[src/rtl/blackjack_top.sv]
// Single-player blackjack against an automatic dealer. Cards come from a free-running LFSR;
// hand totals and game state drive a 16-bit LED word and a 4-digit multiplexed 7-seg display.
module blackjack_top #(
  parameter int          REFRESH_BITS = 10,
  parameter int          DEALER_STAND = 17,
  parameter logic [15:0] LFSR_SEED    = 16'hACE1
) (
  input  logic        CLK,
  input  logic        RST,
  input  logic        EN,
  input  logic        HIT,
  input  logic        STAND,
  input  logic        SW,
  output logic [6:0]  SSEG,
  output logic [3:0]  DISP,
  output logic [15:0] LED
);
  typedef enum logic [3:0] {
    S_IDLE, S_DEAL0, S_DEAL1, S_DEAL2, S_DEAL3, S_PLAYER, S_DEALER, S_DONE
  } state_t;
  typedef struct packed { logic [5:0] hard; logic ace; } hand_t;

  localparam logic [5:0] STAND_LVL = 6'(DEALER_STAND);
  localparam logic [6:0] SEG_BLANK = 7'b1111111;
  localparam logic [6:0] SEG_P     = 7'b0001100;
  localparam logic [6:0] SEG_D     = 7'b0100001;

  state_t                  state_q;
  hand_t                   p_q, d_q;
  logic [2:0]              result_q;  // {push, lose, win}
  logic [2:0]              hit_s_q, stand_s_q, sw_s_q;
  logic [15:0]             lfsr_q, lfsr_d;
  logic [REFRESH_BITS-1:0] cnt_q;
  logic                    view_q;
  logic                    hit_pulse, stand_pulse, sw_pulse;
  logic [3:0]              rnd, rank;
  logic [5:0]              card_val, p_eff, d_eff;
  logic                    card_ace;
  logic [4:0]              p_sat, d_sat, sel, units, tens;
  logic [1:0]              idx;
  logic [6:0]              digit_seg;

  function automatic logic [5:0] eff_f(input hand_t h);
    return (h.ace && h.hard <= 6'd11) ? h.hard + 6'd10 : h.hard;
  endfunction

  function automatic logic [4:0] sat_f(input logic [5:0] e);
    return (e > 6'd31) ? 5'd31 : e[4:0];
  endfunction

  function automatic logic [6:0] seg_f(input logic [4:0] v);
    case (v)
      5'd0:  return 7'b1000000;
      5'd1:  return 7'b1111001;
      5'd2:  return 7'b0100100;
      5'd3:  return 7'b0110000;
      5'd4:  return 7'b0011001;
      5'd5:  return 7'b0010010;
      5'd6:  return 7'b0000010;
      5'd7:  return 7'b1111000;
      5'd8:  return 7'b0000000;
      5'd9:  return 7'b0010000;
      5'd10: return 7'b0001000;
      5'd11: return 7'b0000011;
      5'd12: return 7'b1000110;
      5'd13: return 7'b0100001;
      5'd14: return 7'b0000110;
      5'd15: return 7'b0001110;
      default: return SEG_BLANK;
    endcase
  endfunction

  // Bit 0 of each pipe is the first sync flop; bit 2 holds the previous synced level.
  assign hit_pulse   = hit_s_q[1] & ~hit_s_q[2];
  assign stand_pulse = stand_s_q[1] & ~stand_s_q[2];
  assign sw_pulse    = sw_s_q[1] & ~sw_s_q[2];

  assign lfsr_d   = {lfsr_q[14:0], lfsr_q[15] ^ lfsr_q[13] ^ lfsr_q[12] ^ lfsr_q[10]};
  assign rnd      = lfsr_q[3:0];
  assign rank     = (rnd < 4'd13) ? rnd + 4'd1 : rnd - 4'd12;
  assign card_val = (rank > 4'd10) ? 6'd10 : {2'b00, rank};
  assign card_ace = (rank == 4'd1);

  assign p_eff = eff_f(p_q);
  assign d_eff = eff_f(d_q);
  assign p_sat = sat_f(p_eff);
  assign d_sat = sat_f(d_eff);

  always_ff @(posedge CLK or posedge RST) begin
    if (RST) begin
      hit_s_q   <= '0;
      stand_s_q <= '0;
      sw_s_q    <= '0;
      lfsr_q    <= LFSR_SEED;
      cnt_q     <= '0;
      view_q    <= 1'b0;
    end else begin
      hit_s_q   <= {hit_s_q[1:0], HIT};
      stand_s_q <= {stand_s_q[1:0], STAND};
      sw_s_q    <= {sw_s_q[1:0], SW};
      lfsr_q    <= lfsr_d;
      cnt_q     <= cnt_q + 1'b1;
      if (sw_pulse) view_q <= ~view_q;
    end
  end

  always_ff @(posedge CLK or posedge RST) begin
    if (RST) begin
      state_q  <= S_IDLE;
      p_q      <= '0;
      d_q      <= '0;
      result_q <= '0;
    end else if (EN) begin
      state_q  <= S_IDLE;
      p_q      <= '0;
      d_q      <= '0;
      result_q <= '0;
    end else begin
      case (state_q)
        S_IDLE: begin
          p_q      <= '0;
          d_q      <= '0;
          result_q <= '0;
          state_q  <= S_DEAL0;
        end
        S_DEAL0: begin
          p_q     <= '{hard: p_q.hard + card_val, ace: p_q.ace | card_ace};
          state_q <= S_DEAL1;
        end
        S_DEAL1: begin
          d_q     <= '{hard: d_q.hard + card_val, ace: d_q.ace | card_ace};
          state_q <= S_DEAL2;
        end
        S_DEAL2: begin
          p_q     <= '{hard: p_q.hard + card_val, ace: p_q.ace | card_ace};
          state_q <= S_DEAL3;
        end
        S_DEAL3: begin
          d_q     <= '{hard: d_q.hard + card_val, ace: d_q.ace | card_ace};
          state_q <= S_PLAYER;
        end
        S_PLAYER: begin
          // Bust is judged on the registered hand, one cycle after the card lands.
          if (p_eff > 6'd21) begin
            result_q <= 3'b010;
            state_q  <= S_DONE;
          end else if (stand_pulse) begin
            state_q <= S_DEALER;
          end else if (hit_pulse) begin
            p_q <= '{hard: p_q.hard + card_val, ace: p_q.ace | card_ace};
          end
        end
        S_DEALER: begin
          if (d_eff < STAND_LVL) begin
            d_q <= '{hard: d_q.hard + card_val, ace: d_q.ace | card_ace};
          end else begin
            state_q <= S_DONE;
            if (d_eff > 6'd21)      result_q <= 3'b001;
            else if (p_eff > d_eff) result_q <= 3'b001;
            else if (p_eff < d_eff) result_q <= 3'b010;
            else                    result_q <= 3'b100;
          end
        end
        S_DONE: begin
          if (hit_pulse) begin
            p_q      <= '0;
            d_q      <= '0;
            result_q <= '0;
            state_q  <= S_DEAL0;
          end
        end
        default: state_q <= S_IDLE;
      endcase
    end
  end

  assign idx   = cnt_q[REFRESH_BITS-1 -: 2];
  assign sel   = view_q ? d_sat : p_sat;
  assign units = sel % 5'd10;
  assign tens  = sel / 5'd10;

  always_comb begin
    digit_seg = SEG_BLANK;
    case (idx)
      2'd0:    digit_seg = seg_f(units);
      2'd1:    digit_seg = (tens == 5'd0) ? SEG_BLANK : seg_f(tens);
      2'd2:    digit_seg = SEG_BLANK;
      default: digit_seg = view_q ? SEG_D : SEG_P;
    endcase
  end

  always_ff @(posedge CLK or posedge RST) begin
    if (RST) begin
      LED  <= 16'h0000;
      DISP <= 4'b1110;
      SSEG <= 7'b1000000;
    end else begin
      LED  <= {result_q, state_q == S_DONE, state_q == S_PLAYER, view_q, d_sat, p_sat};
      DISP <= ~(4'b0001 << idx);
      SSEG <= digit_seg;
    end
  end
endmodule

[config.mk]
export PLATFORM = sky130hd
export DESIGN_NAME = blackjack_top
export DESIGN_NICKNAME = d
export VERILOG_FILES = /design/src/rtl/blackjack_top.sv
export SDC_FILE = /design/constraint.sdc
export NUM_CORES = 1
export LEC_CHECK = 0
export CORE_ASPECT_RATIO = 1.25
export CORE_MARGIN = 2
export CORE_UTILIZATION = 55
export DETAILED_ROUTE_END_ITERATION = 8
export PLACE_DENSITY = 0.75
export SYNTH_ARGS = -nofsm -noshare
export SYNTH_HDL_FRONTEND = slang
export SYNTH_SLANG_ARGS = --single-unit
[constraint.sdc]
create_clock -name CLK -period 6.5 [get_ports CLK]
set_input_delay 1.3 -clock CLK [delete_from_list [all_inputs] [get_ports CLK]]
set_output_delay 1.3 -clock CLK [all_outputs]
set_load 0.005 [all_outputs]
## After elaboration in Yosys (flattened, before gate mapping)

Memories as Yosys holds them, arrays and structs flattened.
Cells that the tools add are included.

- Register bits after elaboration: 84
- Bits in read-only memories: 224
- Word-level logic and storage cells: 118
- Memories kept: 2

Memories:

| name | depth | width | rd ports | clocked after memory_dff | wr ports | line | text |
|---|---|---|---|---|---|---|---|
| (no name shown) | 16 | 7 | 1 | 0 | 0 | 52 | `case (v)` |
| (no name shown) | 16 | 7 | 1 | 0 | 0 | 52 |  |

- Add/sub/neg operators: 7
- Divide/modulo/power cells: 2
- $lt $le $gt $ge: 11
- Equal/unequal tests: 18
- Shift operators: 1
- Mux-type cells: 35
- Bitwise gates (word level): 13
- Reductions and logical operators: 14

Operators with widths:

| operator | count |
|---|---|
| 7-bit two-way mux | 10 |
| 7-bit one-hot mux with 4 select lines | 2 |
| 4-bit one-hot mux with 8 select lines | 1 |
| 4-bit two-way mux | 7 |
| 6-bit by 5-bit > comparator with 1-bit output (second input constant) | 4 |
| 3-bit two-way mux | 7 |
| 3-bit != test (second input constant) | 7 |
| 7-bit one-hot mux with 3 select lines | 1 |
| 6-bit two-way mux | 3 |
| 4-bit by 3-bit equality test with 1-bit output (second input constant) | 4 |
| 5-bit two-way mux | 3 |
| 5-bit nonzero test | 3 |
| 6-bit by 4-bit adder with 6-bit output | 2 |
| 6-bit by 4-bit adder with 6-bit output (second input constant) | 2 |
| 6-bit by 4-bit less-or-equal comparator with 1-bit output (second input constant) | 2 |
| 3-bit one-hot mux with 4 select lines | 1 |
| 10-bit by 1-bit adder with 10-bit output (second input constant) | 1 |
| 4-bit by 1-bit equality test with 1-bit output (second input constant) | 2 |
| 4-bit by 2-bit equality test with 1-bit output (second input constant) | 2 |
| 6-bit > comparator | 1 |
| 6-bit by 5-bit < comparator with 1-bit output (second input constant) | 1 |
| 6-bit < comparator | 1 |
| 3-bit AND reduction | 2 |
| 5-bit by 4-bit divider with 5-bit output (second input constant) | 1 |
| 21 further kinds | 31 |

## Depth between registers and ports, before layout

Gate-level depths: netlist of run 1.
An unclocked memory read counts as a cell.

- Word-level depth: 11
- Mapped depth: 18
- Mapped depth without buffers: 18

## Least setup slack after synthesis of run 1

OpenSTA, ideal clock, no wires.

- Path type: reg2reg
- Start: register d_q[6] (netlist bit)
- End: register SSEG[2]
- Library setup time: 0.146 ns
- Arrival time: 3.749 ns
- Data required time: 6.354 ns
- Setup slack: 2.605 ns
- Cell stages (with the launch flop): 19
- Buffers on the path: 2
- Clock period less this slack: 3.895 ns
- Cell sequence: dfrtp_1 buf_6 or4b_4 a221oi_2 a32oi_2 ha_1 a21oi_1 nand2b_4 xnor2_4 ha_1 nand3_1 mux2i_1 nor2_1 a311o_1 and2_4 buf_6 a31o_1 o21ai_1 a22oi_1

- Longest elaborated chain between the ends: 11

Ends and longest elaborated chain:

| element | line | text |
|---|---|---|
| start: declaration | 29 | `hand_t p_q, d_q;` |
| start signal: assignment | 131 | `d_q <= '{hard: d_q.hard + card_val, ace: d_q.ace \| card_ace};` |
| start signal: assignment | 139 | `d_q <= '{hard: d_q.hard + card_val, ace: d_q.ace \| card_ace};` |
| start signal: assignment | 155 | `d_q <= '{hard: d_q.hard + card_val, ace: d_q.ace \| card_ace};` |
| 6-bit by 4-bit less-or-equal comparator with 1-bit output | 44 | `return (h.ace && h.hard <= 6'd11) ? h.hard + 6'd10 : h.hard;` |
| 1-bit logical AND | 44 |  |
| 6-bit two-way mux * | 44 |  |
| 6-bit by 5-bit > comparator with 1-bit output | 48 | `return (e > 6'd31) ? 5'd31 : e[4:0];` |
| 5-bit two-way mux * | 48 |  |
| 5-bit two-way mux * | 178 | `assign sel = view_q ? d_sat : p_sat;` |
| 5-bit by 4-bit divider with 5-bit output | 180 | `assign tens = sel / 5'd10;` |
| memory read 16 x 7 bit | -- |  |
| 7-bit two-way mux | 52 |  |
| 7-bit two-way mux | 186 | `2'd1: digit_seg = (tens == 5'd0) ? SEG_BLANK : seg_f(tens);` |
| 7-bit one-hot mux with 3 select lines * | 184 | `case (idx)` |
| net digit_seg[2] | 41 | `logic [6:0] digit_seg;` |
| end signal: assignment | 200 | `SSEG <= digit_seg;` |
| end: declaration | 14 | `output logic [6:0] SSEG,` |

Mark *: on every way through the listed nets, which the timed path passes. The rest lies on a longest branch.
A chain may end at the register's enable or synchronous reset.

## Worst setup path after layout of run 1

- Start: register d_q[3] (netlist bit)
- End: register SSEG[3]

Same word-level chain as after synthesis.

==> flow_summary.ini, run 1 <==
[outcome]
outcome = finished with violations
violations = design-rule violations

[logic_synthesis]
synth-xor-area-share_pct = 4.789
synth_nets = 494
yosys-top-cells-area = dfrtp_1 (39%), ha_1 (8.7%), dfstp_2 (6.9%), xnor2_1 (3.4%), inv_1 (2.6%)
synthMostInstantiatedCell = dfrtp_1
synth.lib_cells_used.distinct = 73
synth_top_family_by_area = simple AND/OR/NAND/NOR gates
synth_adder_area_share_pct = 9.578
synth-simple-area-share_pct = 17.06
synth_compound_gate_area_share_pct = 15.92
most_frequently_used_flop_master_after_synthesis = dfrtp_1
synth-async-reset-ratio_pct = 100.0
ys_top_cells_by_count = dfrtp_1 (71), ha_1 (32), inv_1 (32)
syn_area_cell_sq_um = 10.13
count_of_flip_flops_with_a_built_in_enable_after_synthesis = 0
synth_top_area_share_pct = 38.64
mux_cell_area_share_after_synthesis_pct = 2.612
yosys_register_bits = 83
synthesis.instances = 454
synth.cell_area_sq_um = 4598
synth_sequential_area_ratio_pct = 45.50
synth.yosys.warnings = 0
yosysTopAreaCell = dfrtp_1

[job]
max_cap_violations = 0

[timing]
achievable-frequency_mhz = 227.3
final_hold_viol_count = 0
max_slew.worst_pin.slew_ns = 0.9978
final.min_clock_period_ns = 4.400
fin_crit_sh_pct = 67.68
final_setup_viols = 0
unrepaired_setup_endpoints_after_global_routing = false
timing.setup.tns_ns = 0
slew_violations = 0
finClkSkew_ns = 0.01065
max_slew_margin_pct = 33.48
holdWs_ns = 0.3530

[power]
internal_cell_power_w = 0.001165
total_leakage_power_nw = 2.336
fin_total_pwr_w = 0.001963
part_of_the_total_power_dissipated_in_the_clock_network_pct = 17.8
comb_power_share_pct = 51.1
power_switching_w = 0.0007982
powerDensity_nw_per_um2 = 380.3
power_frac_seq_pct = 31.1
net_switching_fraction_of_the_power_pct = 40.66
ir_worst_vdd_mv = 0.2546

[cells_and_area]
nFillCells = 667
flow.area_growth_from_synthesis_pct = 12.24
antennaDiodeCount = 0
finalNetCount = 523
share_of_layout_cells_above_drive_strength_1_pct = 10.25
final_area_sq_um = 5161

[clock_network]
clock_insertion_delay_worst_skew_ns = 0.36
worst_setup_hold_path_clk_slew_ns = 0.09
cts_htree_levels = 3
tritoncts_clock_tree = done
clock_sinks = 83
post_cts_buffers = 0
cts_max_path_buffers = 2
root_buffer = clkbuf_8
ctsResizeCount = 0
cts_buffers = 9
cts-hold-fix-buffers = 0

[drt]
route.detailed.wl_per_inst_um = 15.42
detailedRoute.firstPassIterationCount = 6
route.detailed.drc = 3
avgViaCountPerCell = 5.821
wl_mm = 9.020
first_iter_violations = 176
num_vias = 3405
postRouteAntennaNets = 0

[global_route]
first_global_vias = 3288
grtUsageMet1_pct = 28.60
grt_first_pass_wirelength_mm = 15.44
globalRouteMet3Util_pct = 5.823
grtUsageMet2_pct = 34.32
groute.usage.overall_pct = 21.88
antenna_found_initial = 0
grt.overflow.total = 0
grt_max_degree = 84
gr-max-usage-layer = met2

[floorplan]
design.portCount = 33
dieHeight_um = 106.2
placement_rows = 37
die_area_sq_um = 9112
die_width_um = 85.78
floorplan.initialDensity_pct = 56.12
placeableCoreArea_sq_um = 8194

[hold_path]
min-delay-start = hit_s_q[0]$_DFF_PP0_
min_delay_path_depth = 0
hold_path_class = reg -> reg
hold_path_end = hit_s_q[1]$_DFF_PP0_

[placed_design]
hpwl_detailed_mm = 6.567
detailed_place.area_sq_um = 4976
number_of_buffers_added_on_ports = 32
place.gp.congestion = 0.8926

[worst_setup_path]
r2r.worst_path.cells = 18
timing.reg2reg.setup_slack_ns = 2.10
cp.required_ns = 6.71
worstPathMaxFanout = 9
worst-endpoint-arrival_ns = 4.61
setup_cp_type = reg -> reg
end_kind = flip-flop
critical_path.reg2reg.endpoint = SSEG[3]$_DFF_PP0_
crit-reg2reg-launch = d_q[3]$_DFFE_PP0P_
type_of_origin_of_the_critical_path = flip-flop
[area by class of cell]
| cell class | instances | area [sq um] | area share (%) |
|---|---|---|---|
| sequential | 83 | 2092 | 40.53 |
| timing repair buffer | 33 | 327.8 | 6.352 |
| clock buffer | 10 | 137.6 | 2.667 |
| multi-input combinational | 321 | 2297 | 44.51 |
| tap | 97 | 121.4 | 2.352 |
| inverter | 35 | 137.6 | 2.667 |
| clock inverter | 6 | 47.55 | 0.9212 |
[power groups by stage]
| stage | combinational, W | sequential [W] | clock (W) |
|---|---|---|---|
| 2_1_floorplan | 0.000790 | 0.000603 | 0 |
| 5_1_grt | 0.00112 | 0.000617 | 0.000385 |
| 3_3_place_gp | 0.000963 | 0.000618 | 0 |
| 6_report | 0.00100 | 0.000610 | 0.000350 |
| 3_5_place_dp | 0.000983 | 0.000621 | 0 |
| 4_1_cts | 0.000989 | 0.000611 | 0.000360 |
[layout by cell type, fill, tap and decap left out, types with 3 or more instances in the layout]
cell / count
a211oi_1: 4
a21o_1: 7
a21oi_1: 18
and3_1: 3
clkbuf_8: 10
clkdlybuf4s50_1: 32
clkinvlp_4: 4
dfrtp_1: 71
dfstp_2: 12
ha_1: 32
inv_1: 31
mux2_2: 4
mux2i_1: 5
nand2_1: 26
nand2b_1: 10
nand3_1: 18
nand3b_1: 3
nand4b_1: 3
nor2_1: 29
nor2b_1: 19
nor3_1: 19
nor3b_1: 3
o211ai_1: 5
o21a_1: 6
o21ai_0: 22
o21ai_1: 6
o31ai_1: 6
o41ai_1: 3
or3b_1: 3
xnor2_1: 18
xor2_1: 4
[how the worst max path moves through the flow]
stage	slack, ns	endpoint	from
2_1_floorplan	2.60	SSEG[2]$_DFF_PP0_	d_q[6]$_DFFE_PP0P_
3_3_place_gp	2.33	SSEG[5]$_DFF_PP0_	d_q[3]$_DFFE_PP0P_
3_5_place_dp	2.18	SSEG[5]$_DFF_PP0_	d_q[3]$_DFFE_PP0P_
4_1_cts	2.16	SSEG[3]$_DFF_PP0_	d_q[3]$_DFFE_PP0P_
5_1_grt	1.67	SSEG[3]$_DFF_PP0_	p_q[3]$_DFFE_PP0P_
6_report	2.10	SSEG[3]$_DFF_PP0_	d_q[3]$_DFFE_PP0P_
[stage by stage]
step | std cells | util (%) | worst slack (ns)
global route | 585 | 62.99 | 1.674
floorplan | 454 | - | 2.605
detailed placement | 569 | 60.73 | 2.175
finish | 585 | 62.99 | 2.101
global placement | 569 | 60.73 | 2.326
CTS | 585 | 62.99 | 2.161
[registers in the layout (all words and copies together) (netlist names)]
name	cells
view_q	1
result_q	3
DISP	4
LED	16
hit_s_q	3
SSEG	7
state_q	3
stand_s_q	3
lfsr_q	16
d_q	7
cnt_q	10
sw_s_q	3
p_q	7
[metal layers]
metal / up-vias / routed length [um]
li1: 1651 / -
met1: 1671 / 4085
met2: 63 / 4406
met3: 20 / 286
met4: 0 / 242
met5: - / 0
[worst max-delay path: stages (launching register included)]
cell and delay, ns:
dfrtp_1 0.49, ha_1 0.24, or3b_1 0.42, mux2i_1 0.36, nand2_1 0.16, ha_1 0.24
a21oi_1 0.19, nand2b_4 0.20, xnor2_4 0.16, ha_1 0.21, nand3_1 0.07, mux2i_1 0.29
nand2b_1 0.19, o211a_2 0.28, ha_1 0.27, nand2_1 0.07, o211ai_1 0.12, a21boi_1 0.19
a211oi_1 0.07
[cell families (layout without fill, tap and decap cells)]
family,count (synthesis),count (layout)
AO/OA/AOI/OAI,106,106
XOR/XNOR,23,23
adder cells (fa/ha/maj),34,34
buffers and inverters,50,84
flip-flops,83,83
multiplexers,11,11
AND/OR/NAND/NOR,147,147
(Power assumes the default switching activity.)
==> inputs of run 2 (changes only) <==
clock period = 4.1 ns   (was 6.5 ns; I/O delays follow)
==> run 2 against run 1 <==
Compared with the run above: the flow still finishes with violations (design-rule violations); via count is 2.6% higher; non-clock buffer count rose by 13; core utilization rose by 2.7 points; count of clock-buffer cells in the layout unchanged; sequential power is 57% higher; clock skew grew 0.0030 ns; critical path depth decreased by 1; clock power rose by 57%; sequential share of layout area is 1.6 points lower; sequential cell count unchanged; global-route usage is 0.12 points lower; fmax increased by 12%.
==> flow_summary.ini, run 2 (synthesis gave the netlist of run 1 again) <==
[job]
max_cap_violations = 0

[worst_setup_path]
crit_cells = 17
path_delay_family = simple AND/OR/NAND/NOR gates
timing.critical_path.to = SSEG[6]$_DFF_PP1_
path_cells = ha_1, or3b_4, mux2i_4, nand2_1, ha_1, a21oi_2, nand2b_4, xnor2_4, ha_4, nand3_1, mux2i_4, nand2b_4, o211a_4, inv_2, ha_1, a311oi_1, o22ai_1
cp.required_ns = 4.38
worstPathMaxFanout = 7
type_of_origin_of_the_critical_path = flip-flop
setup_cp_type = reg -> reg
critPathMostFrequentCell = ha_1
cp.buffers_inverters = 1
cp-startpoint = d_q[2]$_DFFE_PP0P_
worst-endpoint-arrival_ns = 4.21
r2r.worst_path.cells = 17
critical_path.reg2reg.endpoint = SSEG[6]$_DFF_PP1_
max_stage_delay_ns = 0.43
crit-reg2reg-launch = d_q[2]$_DFFE_PP0P_
end_kind = flip-flop
cp_slowest_cell = or3b_4
timing.reg2reg.setup_slack_ns = 0.17

[clock_network]
root_buffer = clkbuf_8
cts_max_path_buffers = 2
tritoncts_clock_tree = done
cts-hold-fix-buffers = 0
clock_sinks = 83
cts_htree_levels = 3
cts_buffers = 9
clock_insertion_delay_worst_skew_ns = 0.36
worst_setup_hold_path_clk_slew_ns = 0.09

[power]
total_leakage_power_nw = 2.431
powerDensity_nw_per_um2 = 626.4
ir_worst_vdd_mv = 0.3549

[floorplan]
die_width_um = 85.78
placeableCoreArea_sq_um = 8194
die_area_sq_um = 9112
design.portCount = 33
placement_rows = 37
floorplan.initialDensity_pct = 56.12
dieHeight_um = 106.2

[placed_design]
number_of_buffers_added_on_ports = 32
post-place-ws_ns = -0.1073
place.gp.congestion = 0.8873
hpwl_detailed_mm = 6.721
post-place-cells = 579

[global_route]
grt_max_degree = 41
grt.overflow.total = 0
grt_first_pass_wirelength_mm = 15.62
groute.usage.overall_pct = 21.76
first_global_vias = 3292
antenna_found_initial = 0

[hold_path]
hold_path_class = reg -> reg

[timing]
slew_violations = 0
finClkSkew_ns = 0.01369
max_slew.worst_pin.slew_ns = 0.9557
achievable-frequency_mhz = 254.4
holdWs_ns = 0.3508
fin_crit_sh_pct = 95.87
finalWorstSetupSlack_ns = 0.1695
max_slew_margin_pct = 36.29
final.min_clock_period_ns = 3.930
final_hold_viol_count = 0
final_setup_viols = 0

[drt]
route.detailed.wl_per_inst_um = 15.45
avgViaCountPerCell = 5.843
num_vias = 3494
wl_mm = 9.239
postRouteAntennaNets = 0
first_iter_violations = 267
route.detailed.drc = 3
detailedRoute.firstPassIterationCount = 6

[cells_and_area]
finalNetCount = 536
mostFrequentLayoutCells = dfrtp_1 (68), clkdlybuf4s50_1 (32), inv_1 (31), ha_1 (31), nor2_1 (28)
post_layout_nonfiller_instances = 598
reg_top3 = LED x16, lfsr_q x16, cnt_q x10
share_of_layout_cells_above_drive_strength_1_pct = 15.77
flow.area_growth_from_synthesis_pct = 17.14
antennaDiodeCount = 0
final_common_cell = dfrtp_1

[outcome]
violations = design-rule violations
outcome = finished with violations
run 2: where the power goes:
group          switching [W]  internal (W)  leakage, nW
sequential         0.0000478      0.000909         1.05
clock               0.000308      0.000243       0.0972
combinational        0.00103      0.000835         1.28
total                0.00139       0.00199         2.43
run 2: final cells by class:
| class | instances | area (sq um) |
|---|---|---|
| Timing Repair Buffer | 46 | 425.4 |
| Sequential cell | 83 | 2096 |
| Multi-Input combinational cell | 321 | 2420 |
| Fill cell | 655 | 2808 |
| Inverter | 35 | 137.6 |
| Tap cell | 97 | 121.4 |
| Clock inverter | 6 | 48.80 |
| Clock buffer | 10 | 137.6 |
run 2: how the worst min path moves through the flow:
stage / slack [ns] / from / end / cells after the start
floorplan: 0.33 / hit_s_q[0]$_DFF_PP0_ / hit_s_q[1]$_DFF_PP0_ / 0
global placement: 0.33 / hit_s_q[0]$_DFF_PP0_ / hit_s_q[1]$_DFF_PP0_ / 0
detailed placement: 0.34 / hit_s_q[0]$_DFF_PP0_ / hit_s_q[1]$_DFF_PP0_ / 0
CTS: 0.35 / hit_s_q[0]$_DFF_PP0_ / hit_s_q[1]$_DFF_PP0_ / 0
global route: 0.37 / lfsr_q[5]$_DFF_PP1_ / lfsr_q[6]$_DFF_PP1_ / 0
finish: 0.35 / hit_s_q[0]$_DFF_PP0_ / hit_s_q[1]$_DFF_PP0_ / 0
run 2: metrics by stage:
step | utilization, % | instance area (sq um) | TNS, ns | total power (W)
floorplan | - | 4598 | 0 | 0.002209
global placement | 61.64 | 5051 | 0 | 0.002522
global route | 65.74 | 5386 | -0.03594 | 0.003602
CTS | 64.07 | 5250 | 0 | 0.003167
finish | 65.74 | 5386 | 0 | 0.003374
detailed placement | 61.64 | 5051 | -0.4647 | 0.002598
run 2: repair_timing:
item,4_1_cts,5_1_grt
pin swaps,0,2
cloned,0,0
setup buffers,0,3
endpoints found under the setup margin,7,7
resized for setup,3,22
run 2: worst reg2reg max path, delay by kind of cell, from the launching register on:
family	cells	cell delay [ns]
XOR/XNOR	1	0.18
AO/OA/AOI/OAI	4	0.83
flip-flops	1	0.41
adder cells (fa/ha/maj)	4	0.85
buffers and inverters	1	0.07
multiplexers	2	0.45
AND/OR/NAND/NOR	5	1.03
run 2: per-layer routing:
metal / up-vias / track usage (%) / share of wire, %
li1: 1684 / - / -
met1: 1710 / 28.76 / 43
met2: 78 / 35.77 / 50
met3: 22 / 3.727 / 4.1
met4: 0 / 8.277 / 2.7
met5: - / 0 / 0
==> inputs of run 3 (changes only) <==
HOLD_SLACK_MARGIN = 0.1   (was unset)
SKIP_LAST_GASP = 1   (was unset)
==> results of run 3 <==
Final layout, timing and power as in run 2 (identical DEF).
